$ cat config.mk
export PLATFORM = sky130hd
export DESIGN_NAME = refresh_timer
export DESIGN_NICKNAME = d
export VERILOG_FILES = /design/src/rtl/refresh_timer.sv
export SDC_FILE = /design/constraint.sdc
export NUM_CORES = 1
export LEC_CHECK = 0
export BUFFER_PORTS_ARGS = -buffer_cell sky130_fd_sc_hd__buf_2
export CAP_MARGIN = 10
export CORE_MARGIN = 2
export CORE_UTILIZATION = 55
export CTS_CLUSTER_DIAMETER = 50
export DETAILED_ROUTE_END_ITERATION = 10
export PLACE_DENSITY_LB_ADDON = 0.25
export SLEW_MARGIN = 0
export SYNTH_ARGS = -nofsm -noshare
export SYNTH_HDL_FRONTEND = slang
export SYNTH_SLANG_ARGS = --single-unit
$ cat constraint.sdc
create_clock -name clk0 -period 5.4 [get_ports clk0]
set_input_delay 0.27 -clock clk0 [delete_from_list [all_inputs] [get_ports clk0]]
set_output_delay 0.27 -clock clk0 [all_outputs]
set_load 0.1 [all_outputs]
$ cat src/rtl/refresh_timer.sv
// ----------------------------------------------------------------------------
// refresh_timer
//   SDRAM auto-refresh scheduler. An interval counter produces one tick every
//   refresh_count cycles. Ticks accumulate in a saturating 0..7 "owed refresh"
//   counter. A three-state FSM asks the command sequencer for a refresh slot
//   (ref_req) and, once accepted, holds ref_busy for the tRFC window.
//
// Ports
//   clk0          in   single clock, all state updates on rising edge
//   reset         in   synchronous active-high reset
//   refresh_count in   [15:0] interval in clk0 cycles, 0 disables ticks
//   ref_dur       in   [3:0]  tRFC in clk0 cycles (0 treated as 1)
//   load_rfcnt    in   new refresh_count loaded, restarts the interval
//   ref_ack       in   sequencer issues AUTO REFRESH (only valid with ref_req)
//   ref_req       out  refresh request, registered
//   ref_busy      out  refresh in progress, registered
//   ref_pending   out  [2:0] owed refreshes, saturates at 7
//   ref_urgent    out  ref_pending >= URGENT_LVL
//   ref_overflow  out  sticky: a tick was dropped at saturation
// ----------------------------------------------------------------------------
module refresh_timer #(
  parameter int URGENT_LVL = 4   // legal 1..7
) (
  input  logic        clk0,
  input  logic        reset,
  input  logic [15:0] refresh_count,
  input  logic [3:0]  ref_dur,
  input  logic        load_rfcnt,
  input  logic        ref_ack,
  output logic        ref_req,
  output logic        ref_busy,
  output logic [2:0]  ref_pending,
  output logic        ref_urgent,
  output logic        ref_overflow
);

  typedef enum logic [1:0] {
    ST_IDLE = 2'd0,
    ST_REQ  = 2'd1,
    ST_BUSY = 2'd2
  } state_t;

  state_t      state, state_nxt;
  logic [15:0] int_cnt;
  logic        tick;
  logic        ack_ok;
  logic [2:0]  pend_nxt;
  logic        ovf_set;
  logic [3:0]  busy_cnt, busy_cnt_nxt;
  logic [3:0]  dur_q, dur_q_nxt;

  // ---------------------------------------------------------------------------
  // Interval counter. The >= compare (rather than ==) fires immediately if
  // refresh_count is lowered below the current count mid-interval, so no
  // interval is ever stretched to a 16-bit wrap. A reload suppresses the tick.
  // ---------------------------------------------------------------------------
  assign tick = (refresh_count != 16'd0) && !load_rfcnt &&
                (int_cnt >= (refresh_count - 16'd1));

  always_ff @(posedge clk0) begin
    if (reset)
      int_cnt <= 16'd0;
    else if (load_rfcnt || (refresh_count == 16'd0) || tick)
      int_cnt <= 16'd0;
    else
      int_cnt <= int_cnt + 16'd1;
  end

  // Ack only counts while a request is actually outstanding.
  assign ack_ok = ref_ack && (state == ST_REQ);

  // ---------------------------------------------------------------------------
  // Owed-refresh counter. Tick and ack in the same cycle cancel.
  // ---------------------------------------------------------------------------
  always_comb begin
    pend_nxt = ref_pending;
    ovf_set  = 1'b0;
    if (tick && !ack_ok) begin
      if (ref_pending == 3'd7)
        ovf_set = 1'b1;
      else
        pend_nxt = ref_pending + 3'd1;
    end else if (!tick && ack_ok) begin
      pend_nxt = ref_pending - 3'd1;
    end
  end

  always_ff @(posedge clk0) begin
    if (reset) begin
      ref_pending  <= 3'd0;
      ref_overflow <= 1'b0;
    end else begin
      ref_pending  <= pend_nxt;
      if (ovf_set)
        ref_overflow <= 1'b1;
    end
  end

  // ---------------------------------------------------------------------------
  // FSM. busy_cnt counts 1,2,.. through BUSY and exits once it reaches the
  // tRFC captured at acceptance; starting at 1 makes ref_dur of 0 and 1 both
  // give a single busy cycle. Exit looks at pend_nxt so a tick landing in the
  // last busy cycle still re-raises the request.
  // ---------------------------------------------------------------------------
  always_ff @(posedge clk0) begin
    if (reset) begin
      state    <= ST_IDLE;
      busy_cnt <= 4'd0;
      dur_q    <= 4'd0;
    end else begin
      state    <= state_nxt;
      busy_cnt <= busy_cnt_nxt;
      dur_q    <= dur_q_nxt;
    end
  end

  always_comb begin
    state_nxt    = state;
    busy_cnt_nxt = busy_cnt;
    dur_q_nxt    = dur_q;
    case (state)
      ST_IDLE: begin
        if (pend_nxt != 3'd0)
          state_nxt = ST_REQ;
      end
      ST_REQ: begin
        if (ack_ok) begin
          state_nxt    = ST_BUSY;
          busy_cnt_nxt = 4'd1;
          dur_q_nxt    = ref_dur;
        end
      end
      ST_BUSY: begin
        if (busy_cnt >= dur_q) begin
          state_nxt    = (pend_nxt != 3'd0) ? ST_REQ : ST_IDLE;
          busy_cnt_nxt = 4'd0;
        end else begin
          busy_cnt_nxt = busy_cnt + 4'd1;
        end
      end
      default: begin
        state_nxt    = ST_IDLE;
        busy_cnt_nxt = 4'd0;
      end
    endcase
  end

  assign ref_req    = (state == ST_REQ);
  assign ref_busy   = (state == ST_BUSY);
  assign ref_urgent = (ref_pending >= 3'(URGENT_LVL));

endmodule
==> results of run 1 <==
## layer usage
metal  part of all wire, %  vias to the layer above  GRT usage [%]
li1                      -                     1001              -
met1                    49                      843           24.5
met2                    46                       38           37.1
met3                   3.3                        8           4.17
met4                   1.6                        0           7.40
met5                     0                        -              0
## cell usage in the layout (no fill, tap or decap), drive strengths merged, types with 2 or more instances in the layout
master | Yosys | layout
dfxtp | 30 | 30
or3 | 3 | 3
nor4 | 3 | 3
clkinv | 0 | 2
nor3 | 11 | 11
clkbuf | 5 | 5
o21ai | 10 | 10
nor2 | 37 | 37
nor3b | 2 | 2
inv | 18 | 18
nor2b | 4 | 4
or4 | 3 | 3
ha | 30 | 30
nand2b | 2 | 2
a21oi | 21 | 21
nand3 | 9 | 9
and3 | 5 | 5
nand2 | 24 | 24
a2bb2oi | 2 | 2
a211oi | 3 | 3
a22oi | 2 | 2
buf | 1 | 30
nand3b | 3 | 3
xor2 | 11 | 11
xnor2 | 19 | 19
nand4 | 2 | 2
## cells in the mapped netlist (3+ instances only)
| cell type | number |
|---|---|
| xor2_1 | 11 |
| o21ai_0 | 8 |
| nor4_1 | 3 |
| inv_1 | 18 |
| dfxtp_1 | 30 |
| xnor2_1 | 19 |
| nand2_1 | 24 |
| nand3b_1 | 3 |
| a21oi_1 | 19 |
| nand3_1 | 9 |
| and3_1 | 5 |
| or3_1 | 3 |
| nor2_1 | 36 |
| nor3_1 | 10 |
| ha_1 | 30 |
| clkbuf_1 | 5 |
| nor2b_1 | 4 |
## worst max-delay path: stages
cell	delay, ps
buf_2	120
or4_4	540
nor4_1	520
nand2_1	180
nor3_1	220
xnor2_1	100
ha_1	290
nand4_1	140
nor3_2	230
a31oi_1	190
a21oi_1	460
xnor2_1	150
a22oi_2	200
a211oi_2	110
or3b_1	390
a21oi_2	110
## cells by family after synthesis
| logic type | synth area share [%] |
|---|---|
| AND/OR/NAND/NOR | 25.1 |
| AO/OA/AOI/OAI | 14.7 |
| adder cells (fa/ha/maj) | 16.9 |
| buffers and inverters | 4.24 |
| XOR/XNOR | 11.9 |
| flip-flops | 27.1 |
## cell type report
type                    count  share of cell area [%]
well taps                  50                    2.52
clock buffers               5                    2.77
clock inverters             2                   0.404
multi-input cells         218                    61.3
repair buffers             30                    6.05
flip-flops and latches     30                    24.2
inverters                  18                    2.72
## power by group
| group | internal (mW) | switching, mW |
|---|---|---|
| combinational | 0.0840 | 0.190 |
| sequential | 0.235 | 0.0150 |
| clock | 0.0863 | 0.0849 |
| total | 0.405 | 0.290 |
## flip-flops by register name, summed over array words and instances (netlist names)
| name | flops |
|---|---|
| busy_cnt | 4 |
| dur_q | 4 |
| int_cnt | 16 |
| ref_overflow | 1 |
| ref_pending | 3 |
| state | 2 |
## worst paths after layout
kind                    startpoint  endpoint  slack [ps]  cells after the start
setup reg to reg        int_cnt[0]  state[1]        2690                     11
setup / recovery  refresh_count[3]  state[1]        1380                     16
hold reg to reg           dur_q[2]  dur_q[2]         460                      2
hold / removal          ref_dur[3]  dur_q[3]         220                      3
## per-stage QoR
step / util [%] / hold WS, ps / cell area, sq um / cells
6_report: 62.9 / 223 / 2480 / 353
5_1_grt: 62.9 / 230 / 2480 / 353
4_1_cts: 62.9 / 214 / 2480 / 353
3_5_place_dp: 60.9 / 451 / 2400 / 346
3_3_place_gp: 60.9 / 442 / 2400 / 346
2_1_floorplan: - / 339 / 2210 / 272
==> key figures, run 1 <==
Power
  – Worst vdd ir: 0.000293 V
  – Leakage: 0.986 nW
  – Total power: 0.695 mW
  – Pwr Density: 280 nW/um^2

Timing
  – Period Utilization, post-route: 74.5%
  – Crit path time final: 4020 ps
  – Clock Skew: 6.63 ps
  – Slew Viols, Final: 0
  – Final hold violation count: 0
  – PnR worst setup slack: 1380 ps
  – Final setup vio count: 0
  – RSZ-0062 raised after global routing: false
  – Sum Neg Setup Slack: 0 ps
  – Slew @ Worst Pin: 669 ps
  – Relative slew slack: 55.0%
  – F_max: 249 MHz

Global route
  – GRT Resource Usage Total: 20.8%
  – Global-route wire length before repair: 7250 um
  – Vias in the first global route: 1,782
  – Largest net degree at the start of global routing: 17
  – Congestion Overflow GR: 0
  – Initial antenna violation count: 0

Clock tree
  – CTS max path bufs: 2
  – H-Tree Depth: 2
  – CTS root buffer: clkbuf_8
  – TritonCTS buffer count: 5
  – Post-CTS sizing: 0
  – Worst-Skew Late Latency: 280 ps
  – CTS sink count: 30
  – Post-cts hold buffer count: 0
  – CTS tree: done
  – Post CTS Setup Buffer Count: 0
  – Clock Pin Slew Worst Setup and Hold Paths: 70 ps

Drt
  – Final wirelength: 4150 um
  – Drt wl/cell: 11.8 um
  – DRC: 0
  – Via Count: 1,890
  – Starting DRT DRC Count: 53
  – Post-DRT Antenna Nets: 0
  – Via-per-instance ratio: 5.35
  – Detailed Routing Iterations Pass 1: 4

Yosys
  – Leading post-synthesis cells by cell area: dfxtp_1 27%, ha_1 17%, xnor2_1 7.5%
  – Seq cells post-synth: 30
  – Async set-reset flop share out of synthesis: 0%
  – Number of synthesized flops with an enable pin: 0
  – Avg Inst Size Synth: 8.14 sq um
  – Yosys warns: 0
  – Seq/Total Area, Yosys: 27.1%
  – Post-synthesis net count: 326
  – Leading area contributor after synthesis: dfxtp_1
  – Ys flop type: dfxtp_1
  – Distinct cells, synth: 45
  – Synthesized netlist cell count: 272
  – Post-synth top area share: 27.1%
  – Mapped Area: 2210 sq um

Finish
  – Register Area: 601 sq um
  – Area Growth Syn to Fin: 12.0%
  – Final-layout fill cell count: 356
  – Area of the multi-input gates: 1520 sq um
  – Layout cells sized above 1: 16.2%
  – Ant. Diodes: 0
  – Fin nets: 357

Floorplanning
  – Die Height: 67.5 um
  – Top Ports: 31
  – Initial Util: 56.2%
  – Core ar.: 3940 sq um
  – Die ar.: 4550 sq um
  – Site Rows: 23
  – Die span in x: 67.5 um

Worst setup path
  – WP data required: 5620 ps
  – WS Path Type: in2reg
  – Crit-path max FO: 5
  – Worst Path Arrival: 4240 ps
  – Crit end category: flip-flop
  – Critical Path Start Type: primary input

Worst hold path
  – Min-Delay Path Class: in2reg

Place
  – Setup slack at placement: 1080 ps
  – RD Place Congestion: 0.880
  – Hpwl dp: 3260 um
  – Port-buffer cells: 30

Job
  – Max-capacitance violation count: 0

Status
  – Outcome: finished clean
Note: power is estimated with default switching activity, not from simulation.
==> inputs of run 2 (changes only) <==
clock period = 4 ns   (was 5.4 ns; I/O delays follow)
==> run 2 against run 1 <==
Compared with the run above:
- combinational power increased by 36%
- core utilization increased by 1.0 points
- clock power increased by 48%
- clock skew about the same
- critical path depth increased by 1
- non-clock buffer count increased by 3
- total power increased by 39%
- global-route usage increased by 0.46 points
- sequential power increased by 35%
- critical path type unchanged
- largest cell class unchanged
==> key figures, run 2 (synthesis results as in run 1) <==
Floorplanning
  – Site Rows: 23
  – Top Ports: 31
  – Core ar.: 3940 sq um
  – Die ar.: 4550 sq um
  – Die span in x: 67.5 um
  – Die Height: 67.5 um
  – Initial Util: 56.2%

Timing
  – RSZ-0062 raised after global routing: false
  – Final hold violation count: 0
  – F_max: 281 MHz
  – Slew @ Worst Pin: 528 ps
  – Fin Hold WS: 155 ps
  – Relative slew slack: 64.8%
  – Crit path time final: 3560 ps
  – Period Utilization, post-route: 89.0%
  – Final setup vio count: 0
  – Slew Viols, Final: 0
  – Sum Neg Setup Slack: 0 ps
  – Clock Skew: 7.11 ps
  – PnR worst setup slack: 440 ps

Status
  – Outcome: finished clean

Clock tree
  – CTS max path bufs: 2
  – Clock Pin Slew Worst Setup and Hold Paths: 60 ps
  – CTS tree: done
  – Post CTS Setup Buffer Count: 0
  – Post-cts hold buffer count: 0
  – CTS root buffer: clkbuf_8
  – Worst-Skew Late Latency: 280 ps
  – TritonCTS buffer count: 5
  – H-Tree Depth: 2
  – CTS sink count: 30

Global route
  – Vias in the first global route: 1,740
  – Largest net degree at the start of global routing: 17
  – GRT Resource Usage Total: 21.2%
  – Congestion Overflow GR: 0
  – Initial antenna violation count: 0
  – Global-route wire length before repair: 7250 um

Worst setup path
  – Crit-path max cell delay: 550 ps
  – Worst Path Arrival: 3780 ps
  – Crit-path max FO: 5
  – Critical Path Start Type: primary input
  – WP data required: 4220 ps
  – CP most frequent cell: xnor2_1
  – WS Path Type: in2reg
  – Slowest CP cell: or4_4
  – Crit end category: flip-flop
  – CP cell instances: buf_2 > or4_4 > nor4_1 > nand2_1 > nor3_1 > xnor2_1 > ha_1 > nand4_1 > nor3_2 > a31oi_1 > a21oi_1 > buf_4 > xnor2_1 > a22oi_2 > a211oi_2 > or3b_1 > a21oi_2

Finish
  – Fin nets: 360
  – Top reg by flops: int_cnt
  – Number of flip-flops in the largest register: 16
  – Largest regs: int_cnt (16), busy_cnt (4), dur_q (4)
  – Leading cell types in the layout, fill and taps excluded: 36 x nor2_1, 30 x ha_1, 30 x dfxtp_1, 30 x buf_2, 24 x nand2_1
  – Most common cell after layout, fill and taps aside: nor2_1
  – Layout cells sized above 1: 17.3%
  – Area Growth Syn to Fin: 13.8%
  – Ant. Diodes: 0

Place
  – Setup slack at placement: 46.9 ps
  – Hpwl dp: 3340 um
  – Port-buffer cells: 30
  – RD Place Congestion: 0.826

Job
  – Max-capacitance violation count: 0

Drt
  – Via Count: 1,921
  – Starting DRT DRC Count: 41
  – Final wirelength: 4340 um
  – DRC: 0
  – Drt wl/cell: 12.1 um
  – Via-per-instance ratio: 5.38
  – Post-DRT Antenna Nets: 0
  – Detailed Routing Iterations Pass 1: 4

Power
  – Worst vdd ir: 0.000347 V
  – Leakage: 1.01 nW
  – Total power: 0.965 mW
  – Pwr Density: 383 nW/um^2

Worst hold path
  – Min-Delay Path Class: in2reg
[run 2: final timing paths]
kind	from	end	slack (ps)	cells after the start
worst max-delay path	refresh_count[3]	state[1]	440	17
worst min-delay path	ref_dur[2]	dur_q[2]	150	3
worst max register to register	int_cnt[0]	state[1]	1330	12
worst min register to register	dur_q[3]	dur_q[3]	450	2
[run 2: repair_timing]
item | CTS | global route
endpoints found under the setup margin | 0 | 1
hold endpoints to repair | 0 | 0
resized for setup | 0 | 1
[run 2: worst max-delay path, delay by kind of cell]
kind                       cells  cell delay (ps)
and+or+nand+nor                7             2000
xor gates and xnor gates       2              190
AOI/OAI and AO/OA              5              800
buffers and inverters          2              300
adders and majority gates      1              300
[run 2: layer usage]
metal	up-vias	global-route usage (%)	share of wire (%)
met5	-	0	0
met4	0	7.65	1.6
met3	5	4.00	3.4
met2	37	38.0	48
met1	870	25.2	47
li1	1009	-	-
[run 2: per-stage QoR]
stage,cell area [sq um],cells,utilization [%]
detailed placement,2420,349,61.5
finish,2520,357,63.9
global route,2520,357,63.9
floorplan,2210,272,-
global placement,2420,349,61.5
CTS,2510,357,63.8
[run 2: power breakdown]
group	switching (mW)	internal [mW]	total, mW
logic	0.260	0.114	0.374
clock network	0.114	0.139	0.253
registers	0.0207	0.317	0.337
[run 2: cell type report]
type | count | area, sq um
tap | 50 | 62.6
inverter | 18 | 67.6
multi-input combinational | 218 | 1530
sequential | 30 | 601
clock buffer | 7 | 86.3
clock inverter | 1 | 5.00
fill | 374 | 1420
timing repair buffer | 33 | 173
